==> config.mk <==
export PLATFORM = sky130hd
export DESIGN_NAME = half_div_ctrl_flat
export DESIGN_NICKNAME = d
export VERILOG_FILES = /design/src/rtl/half_div_ctrl_pkg.sv /design/src/rtl/half_div_ctrl_if.sv /design/src/rtl/half_div_ctrl_core.sv /design/src/rtl/half_div_ctrl.sv /design/src/flat_wrapper.sv
export SDC_FILE = /design/constraint.sdc
export NUM_CORES = 1
export LEC_CHECK = 0
export CAP_MARGIN = 20
export CORE_ASPECT_RATIO = 0.8
export CORE_MARGIN = 1
export CORE_UTILIZATION = 50
export CTS_BUF_LIST = sky130_fd_sc_hd__clkbuf_8 sky130_fd_sc_hd__clkbuf_16
export CTS_CLUSTER_SIZE = 20
export DETAILED_ROUTE_END_ITERATION = 10
export PLACE_DENSITY = 0.76
export SYNTH_ARGS = -nofsm -noshare
export SYNTH_HDL_FRONTEND = slang
export SYNTH_HIERARCHICAL = 1
export SYNTH_SLANG_ARGS = --single-unit
export TNS_END_PERCENT = 50
==> constraint.sdc <==
create_clock -name clk -period 4.2 [get_ports clk]
set_clock_uncertainty 0.1 [all_clocks]
set_input_delay 1.05 -clock clk [delete_from_list [all_inputs] [get_ports clk]]
set_output_delay 1.05 -clock clk [all_outputs]
set_load 0.02 [all_outputs]
==> src/rtl/half_div_ctrl_pkg.sv <==
// half_div_pkg: shared types and constants for the N/2 clock divider slice.
//   hdc_state_e   : controller sequencer states
//   MIN_DIV2      : smallest legal 2x ratio (divide by 1.5)
//   MIN_HI_HALVES : shortest high time, in half clk cycles, that the OR of a
//                   posedge register and a negedge register can produce
package half_div_pkg;

   typedef enum logic [1:0] {OFF, RUN, STOPPING} hdc_state_e;

   localparam int MIN_DIV2      = 3;
   localparam int MIN_HI_HALVES = 2;

endpackage

==> src/rtl/half_div_ctrl_if.sv <==
// half_div_ctrl_if: ratio-request handshake between the config block (master)
// and the divider controller (slave).
//   cfg_valid : request present
//   cfg_div2  : requested 2x ratio, held stable while cfg_valid is high
//   cfg_ready : request taken on a posedge where cfg_valid & cfg_ready
//   cfg_err   : one-cycle pulse after an illegal (< MIN_DIV2) request is taken
interface half_div_ctrl_if #(
   parameter int W = 5
);
   logic         cfg_valid;
   logic [W-1:0] cfg_div2;
   logic         cfg_ready;
   logic         cfg_err;

   modport master (output cfg_valid, cfg_div2, input  cfg_ready, cfg_err);
   modport slave  (input  cfg_valid, cfg_div2, output cfg_ready, cfg_err);
endinterface

==> src/rtl/half_div_ctrl_core.sv <==
// half_div_core: frame counter and glitch-free output stage of the divider.
//   clk, rstn  : source clock, async active-low reset
//   div2       : 2x ratio; must only change while cnt == 0
//   run        : count and produce edges (controller in RUN)
//   clk_out    : divided clock = pos_q | neg_q
//   wrap       : last cycle of a running frame (cnt == div2-1)
//   frame_tick : first cycle of a running frame (cnt == 0)
//
// A frame is div2 clk cycles = 2*div2 half-cycles and holds two output
// periods. Pulse A starts at half 0, pulse B at half div2; both last
// hi = div2>>1 half-cycles. The output is built from 2-half-cycle segments:
// the segment starting at an even half comes from pos_q, the one at an odd
// half from neg_q. A segment is on when it lies fully inside a pulse, so the
// union of on-segments is exactly the pulse and every output edge is caused by
// one register changing on its own clock edge.
//
// pos_q and neg_set decode cnt at the posedge that ends the cycle, so the
// waveform trails cnt by one clk. neg_set is re-timed to the negedge, which
// places the odd segment half a cycle after its even neighbour. This lag is
// what the controller's STOPPING cycle plays out.
module half_div_core
   import half_div_pkg::*;
#(
   parameter int W = 5
) (
   input  logic         clk,
   input  logic         rstn,
   input  logic [W-1:0] div2,
   input  logic         run,
   output logic         clk_out,
   output logic         wrap,
   output logic         frame_tick
);

   localparam int TW = W + 2;
   localparam logic [TW-1:0] MIN_HI = TW'(MIN_HI_HALVES);

   logic [W-1:0]  cnt;
   logic          pos_q, neg_set, neg_q;
   logic          pos_on, neg_on;
   logic [TW-1:0] hi, t_pos, t_neg, a_last, b_beg, b_last;

   assign wrap       = run && (cnt == div2 - 1'b1);
   assign frame_tick = run && (cnt == '0);

   always_ff @(posedge clk or negedge rstn) begin
      if (!rstn)              cnt <= '0;
      else if (!run || wrap)  cnt <= '0;
      else                    cnt <= cnt + 1'b1;
   end

   // Segment decode. div2 = 3 would want a 0.5 clk pulse, which a pair of
   // OR'd full-cycle registers cannot make; it is widened to 1 clk.
   always_comb begin
      hi = TW'(div2 >> 1);
      if (hi < MIN_HI) hi = MIN_HI;
      t_pos  = TW'({cnt, 1'b0});
      t_neg  = t_pos + TW'(1);
      b_beg  = TW'(div2);
      a_last = hi - MIN_HI;           // last segment start inside pulse A
      b_last = b_beg + hi - MIN_HI;   // last segment start inside pulse B
      pos_on = run && ((t_pos <= a_last) || ((t_pos >= b_beg) && (t_pos <= b_last)));
      neg_on = run && ((t_neg <= a_last) || ((t_neg >= b_beg) && (t_neg <= b_last)));
   end

   always_ff @(posedge clk or negedge rstn) begin
      if (!rstn) begin
         pos_q   <= 1'b0;
         neg_set <= 1'b0;
      end else begin
         pos_q   <= pos_on;
         neg_set <= neg_on;
      end
   end

   always_ff @(negedge clk or negedge rstn) begin
      if (!rstn) neg_q <= 1'b0;
      else       neg_q <= neg_set;
   end

   assign clk_out = pos_q | neg_q;

endmodule

==> src/rtl/half_div_ctrl.sv <==
// half_div_ctrl: programmable N/2 clock divider controller.
//   clk, rstn  : source clock, async active-low reset
//   en         : level; 1 = run, 0 = stop at the end of the current frame
//   cfg        : ratio request handshake (slave side)
//   cur_div2   : 2x ratio currently driving the core
//   clk_out    : divided clock
//   active     : controller in RUN
//   frame_tick : one-cycle pulse on the first cycle of each running frame
//
// A one-entry staging register (pend/pend_div2) holds an accepted ratio until
// it can be applied safely: immediately while OFF, otherwise at a frame wrap
// so cur_div2 only ever changes while the core counter sits at 0.
module half_div_ctrl
   import half_div_pkg::*;
#(
   parameter int W        = 5,
   parameter int DEF_DIV2 = 7
) (
   input  logic           clk,
   input  logic           rstn,
   input  logic           en,
   half_div_ctrl_if.slave cfg,
   output logic [W-1:0]   cur_div2,
   output logic           clk_out,
   output logic           active,
   output logic           frame_tick
);

   hdc_state_e   state, state_nxt;
   logic         pend;
   logic [W-1:0] pend_div2;
   logic         err_q;
   logic         run, wrap;
   logic         accept, legal, load;

   assign run    = (state == RUN);
   assign active = run;

   // No new request while one is staged or while the stop is draining.
   assign cfg.cfg_ready = !pend && (state != STOPPING);
   assign cfg.cfg_err   = err_q;
   assign accept        = cfg.cfg_valid && cfg.cfg_ready;
   assign legal         = (cfg.cfg_div2 >= W'(MIN_DIV2));

   always_comb begin
      state_nxt = state;
      load      = 1'b0;
      case (state)
         OFF: begin
            load = pend;
            if (en) state_nxt = RUN;
         end
         RUN: begin
            // en is only looked at on the wrap, so a drop and re-assert
            // inside one frame never stops the clock.
            if (wrap) begin
               load = pend;
               if (!en) state_nxt = STOPPING;
            end
         end
         STOPPING: state_nxt = OFF;
         default:  state_nxt = OFF;
      endcase
   end

   always_ff @(posedge clk or negedge rstn) begin
      if (!rstn) state <= OFF;
      else       state <= state_nxt;
   end

   // load needs pend=1 and accept needs pend=0, so they never collide; a
   // request accepted on a wrap cycle therefore waits for the next wrap.
   always_ff @(posedge clk or negedge rstn) begin
      if (!rstn) begin
         pend      <= 1'b0;
         pend_div2 <= '0;
         cur_div2  <= W'(DEF_DIV2);
         err_q     <= 1'b0;
      end else begin
         err_q <= accept && !legal;
         if (load) begin
            cur_div2 <= pend_div2;
            pend     <= 1'b0;
         end
         if (accept && legal) begin
            pend      <= 1'b1;
            pend_div2 <= cfg.cfg_div2;
         end
      end
   end

   half_div_core #(.W(W)) u_core (
      .clk        (clk),
      .rstn       (rstn),
      .div2       (cur_div2),
      .run        (run),
      .clk_out    (clk_out),
      .wrap       (wrap),
      .frame_tick (frame_tick)
   );

endmodule

==> src/flat_wrapper.sv <==
// flat-port wrapper written by rule: the top's interface ports become plain ports
module half_div_ctrl_flat import half_div_pkg::*;
#(
   parameter int W        = 5,
   parameter int DEF_DIV2 = 7
)
  (clk, rstn, en, cur_div2, clk_out, active, frame_tick, cfg_cfg_valid, cfg_cfg_div2, cfg_cfg_ready, cfg_cfg_err);
  half_div_ctrl_if #(.W(W)) cfg_i ();
  input  logic clk;
  input  logic rstn;
  input  logic en;
  output logic [W-1:0] cur_div2;
  output logic clk_out;
  output logic active;
  output logic frame_tick;
  input wire logic [$bits(cfg_i.cfg_valid)-1:0] cfg_cfg_valid;
  input wire logic [$bits(cfg_i.cfg_div2)-1:0] cfg_cfg_div2;
  output wire logic [$bits(cfg_i.cfg_ready)-1:0] cfg_cfg_ready;
  output wire logic [$bits(cfg_i.cfg_err)-1:0] cfg_cfg_err;
  assign cfg_i.cfg_valid = cfg_cfg_valid;
  assign cfg_i.cfg_div2 = cfg_cfg_div2;
  assign cfg_cfg_ready = cfg_i.cfg_ready;
  assign cfg_cfg_err = cfg_i.cfg_err;
  half_div_ctrl #(.W(W), .DEF_DIV2(DEF_DIV2)) u_core (.clk(clk), .rstn(rstn), .en(en), .cfg(cfg_i), .cur_div2(cur_div2), .clk_out(clk_out), .active(active), .frame_tick(frame_tick));
endmodule
==> metrics.md <==
| Metric | Value |
|---|---|
| Failing checks | negative setup slack |
| CP Capture Type | output pin |
| First-pass DRT Iterations | 4 |
| TritonCTS Buffers | 3 |
| Post-Syn Area | 1790 sq um |
| Slew Viols, Final | 0 |
| # IOs | 19 |
| Synth area leaders | dfrtp_1 (25%), ha_1 (20%), xnor2_1 (4.9%), dfstp_2 (4.4%), inv_1 (4.2%) |
| FF+latch count, synth | 22 |
| Core area | 3420 sq um |
| Post-Route WL | 3870 um |
| ANT cells | 0 |
| Placed Cells incl. Taps | 239 |
| Setup violation total in the final timing report | 1 |
| Largest net degree at the start of global routing | 22 |
| CTS tree | yes |
| Commonest non-fill, non-tap cell in the layout | ha_1 |
| RSZ-0062 raised after global routing | true |
| Maximum net fanout on the critical path | 1 |
| Global placer's final weighted congestion | 0.900 |
| Setup TNS | -3.14 ps |
| Worst reg2reg path depth | 16 |
| Crit start category | flip-flop |
| Clk Tree Root Cell | clkbuf_8 |
| Distinct cells, synth | 48 |
| GRT overflow | 0 |
| Residual DRC count | 0 |
| Crit path cell chain | or2_4 -> buf_6 |
| Initial antenna violation count | 0 |
| Critical path launch point | u_core/u_core/neg_q |
| Site row count | 19 |
| Share of cells above drive strength 1 | 13.4% |
| Fin worst setup slack | -3.14 ps |
| Synth top area share | 25.1% |
| Post-synthesis sequential area ratio | 30.9% |
| Status | complete, but fails checks |
| Hold Path Class | flip-flop to flip-flop |
| Dpl cell area | 2040 sq um |
| Worst slew pin tran | 502 ps |
| Cell taking the most area after synthesis | dfrtp_1 |
| H-tree Lvls | 1 |
| Hold Fails Final Rpt | 0 |
| Initial DRC Count | 75 |
| Post-Layout Cell Count | 243 |
| Clock sinks | 22 |
| Worst-path clk slew | 70 ps |
| Clock Tree Buf Depth | 2 |
| Routed wire length per instance | 15.9 um |
| Syn_area_per_cell | 10.1 sq um |
| Fin nets | 242 |
| Die Y | 55.6 um |
| Max-cap violations | 0 |
| DR vias/cell | 5.55 |
| CP peak stage delay | 330 ps |
| Tot GR Track Use | 23.3% |
| End of the worst register-to-register path | u_core/u_core/neg_set |
| Final ANT Viol Nets | 0 |
| EDFF count, synth | 0 |
| Crit Path Class | flip-flop to output pin |
| Syn nets | 217 |
| Post-Syn Instances | 177 |
| Yosys warns | 6 |
| Initial Util | 52.4% |
| Reg-to-Reg Start | u_core/cur_div2[4] |
| R2R setup slack | 570 ps |
| Slew margin rel. | 66.2% |
| HPWL after DPL | 3150 um |
| Final Cell Area | 2090 sq um |
| Via count | 1348 |
| IO buf count | 18 |
| Util after Layout | 61.1% |
| Die width | 69.0 um |
| Area growth syn-to-layout | 16.7% |
| Worst path slowest cell | dfrtn_1 |
| Full die area | 3830 sq um |
| Number of global-route vias before repair | 1379 |
| Async S/R FF share, synth | 100% |
| Worst skew pair latency | 260 ps |
| CP endpoint | clk_out |
| Arr. time, crit path | 3050 ps |
| Synth Flop Type | dfrtp_1 |
| Most frequent cells in the layout | ha_1 (29), inv_1 (21), dfrtp_1 (18) |
| First-pass GRT wire length | 6580 um |
| Critical Path RT | 3050 ps |
critical path, delay by kind of cell, from the launching register on:
kind                   cells  cell delay [ps]
and+or+nand+nor            1              220
DFF                        1              330
buffers and inverters      1              130
cells in the mapped netlist, drive strengths merged, types with 2 or more instances:
library cell,n
mux2,7
nand2b,2
nor3b,3
fa,2
nand2,10
a22o,3
nor2,11
nor3,2
ha,29
or2,2
dfrtp,18
a21oi,8
a31oi,5
a21o,3
dfstp,3
xnor2,10
inv,20
nand3,6
nor2b,5
o21ai,2
xor2,3
how the worst min path moves through the flow:
stage / startpoint / to / depth (start not counted)
4_1_cts: u_core/pend_div2[4] / u_core/pend_div2[4] / 1
3_3_place_gp: u_core/pend_div2[2] / u_core/pend_div2[2] / 1
6_report: u_core/pend_div2[3] / u_core/pend_div2[3] / 1
5_1_grt: u_core/pend_div2[2] / u_core/cur_div2[2] / 1
3_5_place_dp: u_core/pend_div2[4] / u_core/pend_div2[4] / 1
2_1_floorplan: u_core/pend_div2[2] / u_core/pend_div2[2] / 1
final cells by class:
cell class                 count  area, sq um
multi-input combinational    134         1160
sequential                    22          554
inverter                      20         75.1
tap                           42         52.6
clock inverter                 1         3.75
clock buffer                   3         41.3
timing repair buffer          21          204
fill                         302         1330
routing by layer:
metal / vias to the layer above / global-route usage [%] / routed length [um]
met5: - / 0 / 0
met4: 0 / 2.62 / 0
met3: 0 / 4.55 / 133
met2: 24 / 34.7 / 1790
met1: 649 / 35.8 / 1940
li1: 675 / - / -
sequential cells by signal, indices dropped and copies added (netlist names):
name                   flops
u_core/cur_div2            5
u_core/cfg.cfg_err         1
u_core/state               2
u_core/u_core/neg_q        1
u_core/pend                1
u_core/pend_div2           5
u_core/u_core/pos_q        1
u_core/u_core/neg_set      1
u_core/u_core/cnt          5
timing repair:
| action | CTS | global route |
|---|---|---|
| hold buffers | 0 | 0 |
| setup endpoints to repair | 1 | 1 |
| pin swaps | 1 | 0 |
| resized for setup | 7 | 0 |
| cloned | 0 | 0 |
| setup buffers | 0 | 0 |
cell families after synthesis:
kind of cell | after synthesis | synth area share [%]
and+or+nand+nor | 49 | 17.2
AOI/OAI and AO/OA | 34 | 13.9
adders and majority gates | 31 | 22.5
muxes | 7 | 4.81
xor gates and xnor gates | 13 | 6.35
buffers and inverters | 21 | 4.40
DFF | 22 | 30.9
through the flow:
stage          hold slack, ps  worst slack [ps]
2_1_floorplan             361               309
3_3_place_gp              383              -165
3_5_place_dp              395              -179
4_1_cts                   411             -10.4
5_1_grt                   422             -27.0
6_report                  411             -3.14
Power is left out: the tool's default activity adds up to more than one toggle a clock period on the data nets, which glitch-free logic cannot reach.
